### src/rtl/risc_controller_if.sv
// Control bundle between the phase-sequenced controller and the 8-bit datapath.
// The controller drives the strobes; the datapath supplies opcode, flags, ready.
interface risc_controller_if;
    logic [2:0] opcode;
    logic       zero;
    logic       mem_ready;
    logic       sel;
    logic       rd;
    logic       ld_ir;
    logic       inc_pc;
    logic       ld_pc;
    logic       ld_ac;
    logic       data_e;
    logic       wr;
    logic [2:0] alu_op;
    logic       halted;

    modport master (
        input  opcode, zero, mem_ready,
        output sel, rd, ld_ir, inc_pc, ld_pc,
        output ld_ac, data_e, wr, alu_op, halted
    );

    modport slave (
        output opcode, zero, mem_ready,
        input  sel, rd, ld_ir, inc_pc, ld_pc,
        input  ld_ac, data_e, wr, alu_op, halted
    );
endinterface

### src/rtl/risc_controller.sv
// Eight-phase control unit for the accumulator CPU: phase register, halt flop,
// and a combinational strobe decode of phase, opcode and the zero flag.
module risc_controller #(
    parameter bit USE_READY = 1'b1
) (
    input  logic              clk,
    input  logic              rst_n,
    risc_controller_if.master bus
);
    typedef enum logic [2:0] {
        INST_ADDR,
        INST_FETCH,
        INST_LOAD,
        IDLE,
        OP_ADDR,
        OP_FETCH,
        ALU_OP,
        STORE
    } phase_t;

    localparam logic [2:0] HLT = 3'b000;
    localparam logic [2:0] SKZ = 3'b001;
    localparam logic [2:0] ADD = 3'b010;
    localparam logic [2:0] SUB = 3'b011;
    localparam logic [2:0] AND = 3'b100;
    localparam logic [2:0] OR  = 3'b101;
    localparam logic [2:0] STO = 3'b110;
    localparam logic [2:0] JMP = 3'b111;

    phase_t     phase;
    phase_t     phase_next;
    logic       halted;
    logic       halted_next;
    logic       is_alu;
    logic       stall;
    logic [2:0] phase_inc;

    always_ff @(posedge clk or negedge rst_n) begin
        if (!rst_n) begin
            phase  <= INST_ADDR;
            halted <= 1'b0;
        end else begin
            phase  <= phase_next;
            halted <= halted_next;
        end
    end

    always_comb begin
        bus.sel    = 1'b0;
        bus.rd     = 1'b0;
        bus.ld_ir  = 1'b0;
        bus.inc_pc = 1'b0;
        bus.ld_pc  = 1'b0;
        bus.ld_ac  = 1'b0;
        bus.data_e = 1'b0;
        bus.wr     = 1'b0;
        bus.alu_op = 3'b000;
        is_alu     = 1'b0;
        unique case (bus.opcode)
            ADD:     is_alu = 1'b1;
            SUB:     is_alu = 1'b1;
            AND:     is_alu = 1'b1;
            OR:      is_alu = 1'b1;
            default: is_alu = 1'b0;
        endcase
        unique case (phase)
            INST_ADDR: bus.sel = 1'b1;
            INST_FETCH: begin
                bus.sel = 1'b1;
                bus.rd  = 1'b1;
            end
            INST_LOAD, IDLE: begin
                bus.sel   = 1'b1;
                bus.rd    = 1'b1;
                bus.ld_ir = 1'b1;
            end
            OP_ADDR: bus.inc_pc = 1'b1;
            OP_FETCH: bus.rd = is_alu;
            ALU_OP: begin
                bus.rd     = is_alu;
                bus.inc_pc = (bus.opcode == SKZ) && bus.zero;
                bus.ld_pc  = (bus.opcode == JMP);
                bus.data_e = (bus.opcode == STO);
            end
            STORE: begin
                bus.rd     = is_alu;
                bus.ld_ac  = is_alu;
                bus.ld_pc  = (bus.opcode == JMP);
                bus.data_e = (bus.opcode == STO);
                bus.wr     = (bus.opcode == STO);
            end
            default: bus.sel = 1'b1;
        endcase
        if (phase >= OP_FETCH) begin
            unique case (1'b1)
                bus.opcode == SUB: bus.alu_op = 3'b001;
                bus.opcode == AND: bus.alu_op = 3'b010;
                bus.opcode == OR:  bus.alu_op = 3'b011;
                default:           bus.alu_op = 3'b000;
            endcase
        end
    end

    // Only the two read phases can be stretched, and only while rd is high.
    assign stall = USE_READY && !bus.mem_ready && bus.rd &&
                   (phase == INST_FETCH || phase == OP_FETCH);
    assign phase_inc = phase + 3'd1;
    assign bus.halted = halted;

    always_comb begin
        phase_next  = phase;
        halted_next = halted;
        if (!halted && !stall) begin
            phase_next = phase_t'(phase_inc);
            if (phase == OP_ADDR && bus.opcode == HLT)
                halted_next = 1'b1;
        end
    end
endmodule
### src/flat_wrapper.sv
// flat-port wrapper written by rule: the top's interface ports become plain ports
module risc_controller_flat 
#(
    parameter bit USE_READY = 1'b1
)
  (clk, rst_n, bus_opcode, bus_zero, bus_mem_ready, bus_sel, bus_rd, bus_ld_ir, bus_inc_pc, bus_ld_pc, bus_ld_ac, bus_data_e, bus_wr, bus_alu_op, bus_halted);
  risc_controller_if bus_i ();
  input  logic clk;
  input  logic rst_n;
  input wire logic [$bits(bus_i.opcode)-1:0] bus_opcode;
  input wire logic [$bits(bus_i.zero)-1:0] bus_zero;
  input wire logic [$bits(bus_i.mem_ready)-1:0] bus_mem_ready;
  output wire logic [$bits(bus_i.sel)-1:0] bus_sel;
  output wire logic [$bits(bus_i.rd)-1:0] bus_rd;
  output wire logic [$bits(bus_i.ld_ir)-1:0] bus_ld_ir;
  output wire logic [$bits(bus_i.inc_pc)-1:0] bus_inc_pc;
  output wire logic [$bits(bus_i.ld_pc)-1:0] bus_ld_pc;
  output wire logic [$bits(bus_i.ld_ac)-1:0] bus_ld_ac;
  output wire logic [$bits(bus_i.data_e)-1:0] bus_data_e;
  output wire logic [$bits(bus_i.wr)-1:0] bus_wr;
  output wire logic [$bits(bus_i.alu_op)-1:0] bus_alu_op;
  output wire logic [$bits(bus_i.halted)-1:0] bus_halted;
  assign bus_i.opcode = bus_opcode;
  assign bus_i.zero = bus_zero;
  assign bus_i.mem_ready = bus_mem_ready;
  assign bus_sel = bus_i.sel;
  assign bus_rd = bus_i.rd;
  assign bus_ld_ir = bus_i.ld_ir;
  assign bus_inc_pc = bus_i.inc_pc;
  assign bus_ld_pc = bus_i.ld_pc;
  assign bus_ld_ac = bus_i.ld_ac;
  assign bus_data_e = bus_i.data_e;
  assign bus_wr = bus_i.wr;
  assign bus_alu_op = bus_i.alu_op;
  assign bus_halted = bus_i.halted;
  risc_controller #(.USE_READY(USE_READY)) u_core (.clk(clk), .rst_n(rst_n), .bus(bus_i));
endmodule
### config.mk
export PLATFORM = sky130hd
export DESIGN_NAME = risc_controller_flat
export DESIGN_NICKNAME = d
export VERILOG_FILES = /design/src/rtl/risc_controller_if.sv /design/src/rtl/risc_controller.sv /design/src/flat_wrapper.sv
export SDC_FILE = /design/constraint.sdc
export NUM_CORES = 1
export LEC_CHECK = 0
export CAP_MARGIN = 10
export CORE_AREA = 2 2 39 41
export CTS_BUF_LIST = sky130_fd_sc_hd__clkbuf_8 sky130_fd_sc_hd__clkbuf_16
export CTS_CLUSTER_DIAMETER = 40
export DETAILED_ROUTE_END_ITERATION = 10
export DIE_AREA = 0 0 41 43
export SYNTH_ARGS = -nofsm -noshare
export SYNTH_HDL_FRONTEND = slang
export SYNTH_SLANG_ARGS = --single-unit
### constraint.sdc
create_clock -name clk -period 3.25 [get_ports clk]
set_input_delay 0.65 -clock clk [delete_from_list [all_inputs] [get_ports clk]]
set_output_delay 0.65 -clock clk [all_outputs]
set_load 0.1 [all_outputs]
==> impl_metrics.py, run 1 <==
metrics = {
    "status": {
        "status": "complete, no violations",
    },
    "clock_tree": {
        "cts_htree_levels": 1,
        "postCtsSetupRepairBufs": 0,
        "path_clk_slew_ns": 0.03,
        "clk_path_buf_depth": 2,
        "cts_resized": 0,
        "cts_tree": "built",
        "clock_sinks": 4,
        "cts_root_buf": "clkbuf_8",
        "cts_made_buffers": 3,
        "clk_latency_ns": 0.22,
        "ctsHoldBuffers": 0,
    },
    "die": {
        "start_util_pct": 30.7,
        "die-height_um": 43,
        "core_area_sq_um": 1380,
        "die_area_sq_um": 1760,
        "std_cell_rows": 14,
        "dieWidth_um": 41,
        "ioPinCount": 19,
    },
    "cells_and_area": {
        "nNetsFinal": 82,
        "n_antenna_cell": 0,
        "fillCellCount": 121,
        "drive_gt1_share_pct": 33.3,
        "mostFrequentLayoutCells": "8 x buf_12, 7 x ha_1, 6 x clkdlybuf4s50_1, 5 x nor2_1, 4 x dfrtp_1",
        "final_common_cell": "buf_12",
        "area_growth_pct": 74.6,
    },
    "global_routing": {
        "grt_max_degree": 7,
        "grt_pass1_vias": 353,
        "grt_pass1_wl_mm": 1.54,
        "grt_use_total_pct": 13.2,
        "grt-ovfl-total": 0,
        "antenna_found_initial": 0,
    },
    "hold_path": {
        "min_to": "u_core.bus.halted$_DFFE_PN0P_",
        "holdPathStages": 1,
        "hp-start": "u_core.bus.halted$_DFFE_PN0P_",
        "hold_path_class": "reg2reg",
    },
    "yosys": {
        "synthArstFlopShare_pct": 100,
        "syn_inst": 47,
        "syn_area_sq_um": 424,
        "ys_seq_area_share_pct": 23.6,
        "synth_edf_count": 0,
        "ys_seq_elements": 4,
        "ys_types": 27,
        "syn_nets": 61,
        "yosys_warnings": 0,
        "synth-main-ff-cell": "dfrtp_1",
        "syn_avg_cell_area_sq_um": 9.02,
    },
    "worst_setup_path": {
        "crit_chain": "clkdlybuf4s50_1, inv_1, ha_1, o21ai_0, a21o_1, buf_12",
        "startpoint": "bus_opcode[1]",
        "crit_fanout": 4,
        "r2r_cells": 5,
        "cp.depth": 6,
        "critical_path_class": "in2out",
        "crit_slowest_cell": "clkdlybuf4s50_1",
        "r2r-start": "u_core.phase[0]$_DFFE_PN0P_",
        "r2r_end": "u_core.phase[1]$_DFFE_PN0P_",
        "crit_family": "buffers and inverters",
        "worstPathRequired_ns": 2.60,
        "crit_path_start_kind": "primary input",
        "critPathMaxStageDelay_ns": 0.53,
        "worst_ep_arrival_time_ns": 2.02,
        "cp_num_buf_inv": 3,
        "reg2reg_slack_ns": 1.45,
        "end_kind": "primary output",
    },
    "sta": {
        "hold_viol": 0,
        "fin_setup_tns_ns": 0,
        "setup_viol": 0,
        "max_freq_mhz": 375,
        "rsz0062_at_grt": "false",
        "min_period_over_period_pct": 82.1,
        "fin_skew_ns": 0.00503,
        "setup_slack_ns": 0.582,
        "maxSlewViolCount": 0,
        "fin_crit_ns": 2.67,
    },
    "routing": {
        "wirelength_um": 983,
        "vias_per_cell": 4.90,
        "ant_nets": 0,
        "drc": 0,
        "wl_per_cell_um": 12.0,
        "first_pass_iters": 4,
        "vias": 402,
        "first_iter_violations": 2,
    },
    "run": {
        "drv_cap": 0,
    },
    "place": {
        "place.port_buffers": 17,
        "dp_hpwl_um": 798,
        "place_congestion": 0.687,
        "place_ws_ns": 0.575,
    },
}
## synthesized netlist by cell type (2+ instances only)
library cell,n,area (sq um)
dfrtp_1,4,100
nor3b_1,2,15.0
nor2_1,5,18.8
nor3_1,3,15.0
ha_1,7,87.6
nand2_1,2,7.51
inv_1,3,11.3
a21o_1,2,15.0
## per-layer routing
layer | global-route usage (%) | vias to the layer above | routed length [um]
li1 | - | 199 | -
met1 | 16.7 | 188 | 428
met2 | 19.1 | 15 | 475
met3 | 3.66 | 0 | 80
met4 | 8.00 | 0 | 0
met5 | 0 | - | 0
## sequential cells by signal, indices dropped and copies added, names as in the netlist
signal / count
u_core.phase: 3
u_core.bus.halted: 1
## through the flow
stage,hold WS (ns),instance area [sq um],utilization [%],cells
floorplan,0.354,444,-,47
global placement,0.548,699,50.5,79
CTS,0.552,741,53.5,82
finish,0.545,741,53.5,82
global route,0.576,741,53.5,82
detailed placement,0.544,699,50.5,79
## cells by family after synthesis
logic type / synth area share [%]
AO/OA/AOI/OAI: 15.9
XOR/XNOR: 4.13
adder cells (fa/ha/maj): 20.6
buffers and inverters: 5.31
flip-flops: 23.6
multiplexers: 5.90
other: 0.884
AND/OR/NAND/NOR: 23.6
## area by class of cell
class	instances	area [sq um]	share of cell area, %
multi-input cells	38	322	43.4
repair buffers	17	243	32.8
flip-flops and latches	4	100	13.5
clock buffers	3	41.3	5.57
well taps	16	20.0	2.70
inverters	4	15.0	2.03
## worst max-delay path by stage
stage | slack [ns] | endpoint
4_1_cts | 0.57 | bus_rd
6_report | 0.58 | bus_rd
5_1_grt | 0.50 | bus_rd
3_5_place_dp | 0.57 | bus_rd
2_1_floorplan | 0.26 | bus_ld_ac
3_3_place_gp | 0.60 | bus_rd
Power of run 1 is not shown: default switching activity piles up to over one toggle a cycle in this logic, so the estimate is an artifact.
==> run 2: changes to the inputs <==
- clock period: 3.25 -> 2.5 ns (I/O delays scaled with it)
==> run 2 against run 1 <==
Die area stayed put. Clock skew is 0.00083 ns higher. First-iteration DRC count is 100% higher. Final area is 5.2% higher. Clock-buffer cell count stayed put. Utilization is 2.8 points higher.
==> impl_metrics.py, run 2 (synthesized netlist as in run 1, its figures left out) <==
metrics = {
    "routing": {
        "first_iter_violations": 4,
        "vias": 403,
        "first_pass_iters": 3,
        "ant_nets": 0,
        "wirelength_um": 978,
        "drc": 0,
        "wl_per_cell_um": 11.9,
        "vias_per_cell": 4.91,
    },
    "worst_setup_path": {
        "r2r-start": "u_core.phase[0]$_DFFE_PN0P_",
        "crit_chain": "clkdlybuf4s50_1, inv_1, ha_1, o21ai_0, a21o_1, buf_12",
        "critPathMaxStageDelay_ns": 0.53,
        "worstPathRequired_ns": 2.00,
        "endpoint": "bus_rd",
        "cp.depth": 6,
        "r2r_cells": 5,
        "worst_ep_arrival_time_ns": 1.87,
        "crit_family": "buffers and inverters",
        "reg2reg_slack_ns": 0.70,
        "crit_fanout": 4,
        "startpoint": "bus_opcode[1]",
        "crit_path_start_kind": "primary input",
        "cp_num_buf_inv": 3,
        "crit_slowest_cell": "clkdlybuf4s50_1",
        "r2r_end": "u_core.phase[1]$_DFFE_PN0P_",
        "end_kind": "primary output",
        "critical_path_class": "in2out",
    },
    "cells_and_area": {
        "n_antenna_cell": 0,
        "largest-register": "u_core.phase",
        "area_growth_pct": 83.8,
        "reg.largest.list": "u_core.phase: 3 flops, u_core.bus.halted: 1 flops",
        "mostFrequentLayoutCells": "10 x buf_12, 7 x ha_1, 6 x clkdlybuf4s50_1, 5 x nor2_1, 4 x dfrtp_1",
        "largest_reg_flops": 3,
        "final_common_cell": "buf_12",
        "drive_gt1_share_pct": 37.9,
        "nNetsFinal": 82,
    },
    "clock_tree": {
        "cts_root_buf": "clkbuf_8",
        "cts_tree": "built",
        "postCtsSetupRepairBufs": 0,
        "cts_htree_levels": 1,
        "clock_sinks": 4,
        "cts_made_buffers": 3,
        "clk_latency_ns": 0.22,
        "clk_path_buf_depth": 2,
        "cts_resized": 0,
        "path_clk_slew_ns": 0.03,
        "ctsHoldBuffers": 0,
    },
    "die": {
        "die-height_um": 43,
        "dieWidth_um": 41,
        "die_area_sq_um": 1760,
        "std_cell_rows": 14,
        "start_util_pct": 30.7,
        "core_area_sq_um": 1380,
        "ioPinCount": 19,
    },
    "global_routing": {
        "grt_pass1_wl_mm": 1.57,
        "grt_pass1_vias": 379,
        "met1_usage_pct": 16.3,
        "grt-busiest-layer": "met2",
        "use_met2_pct": 20.0,
        "grt-ovfl-total": 0,
        "antenna_found_initial": 0,
        "use_met3_pct": 4.71,
        "grt_max_degree": 7,
        "grt_use_total_pct": 13.3,
    },
    "place": {
        "place_congestion": 0.736,
        "dp_hpwl_um": 802,
        "place.port_buffers": 17,
    },
    "sta": {
        "whs_ns": 0.479,
        "setup_viol": 0,
        "fin_crit_ns": 2.37,
        "max_freq_mhz": 422,
        "rsz0062_at_grt": "false",
        "hold_viol": 0,
        "fin_skew_ns": 0.00586,
        "maxSlewViolCount": 0,
        "min_period_over_period_pct": 94.9,
    },
    "status": {
        "status": "complete, no violations",
    },
    "run": {
        "drv_cap": 0,
    },
    "hold_path": {
        "hold_path_class": "in2async",
    },
}
-- run 2: worst min-delay path by stage --
stage,startpoint,slack (ns),end
final,rst_n,0.48,u_core.bus.halted$_DFFE_PN0P_
after global routing,rst_n,0.50,u_core.bus.halted$_DFFE_PN0P_
after CTS,rst_n,0.49,u_core.bus.halted$_DFFE_PN0P_
after detailed placement,u_core.bus.halted$_DFFE_PN0P_,0.55,u_core.bus.halted$_DFFE_PN0P_
after global placement,u_core.bus.halted$_DFFE_PN0P_,0.54,u_core.bus.halted$_DFFE_PN0P_
after floorplan,rst_n,0.20,u_core.bus.halted$_DFFE_PN0P_
-- run 2: stage by stage --
step	utilization, %	instance area (sq um)	setup TNS, ns	setup WS (ns)	std cells
6_report	56.3	779	0	0.129	82
5_1_grt	56.3	779	0	0.0528	82
4_1_cts	56.3	779	0	0.118	82
3_5_place_dp	53.3	738	0	0.119	79
3_3_place_gp	53.3	738	0	0.121	79
2_1_floorplan	-	458	-0.165	-0.120	47
-- run 2: metal layers --
metal | vias up | share of wire, %
met5 | - | 0
met1 | 184 | 41
li1 | 200 | -
met4 | 0 | 0.82
met3 | 2 | 9.4
met2 | 17 | 48
-- run 2: cell type report --
class / instances / area, sq um
inverter: 4 / 15.0
fill: 120 / 604
tap: 16 / 20.0
clock buffer: 3 / 41.3
multi-input combinational: 38 / 335
timing repair buffer: 17 / 268
sequential: 4 / 100
-- run 2: worst reg2reg max path, cell delays in order (launching register included) --
cell and delay [ns]:
dfrtp_1 0.43, ha_1 0.25, ha_1 0.22, nand3b_2 0.25
a21oi_4 0.23, mux2_4 0.32
Power of run 2 is left out for the same reason.
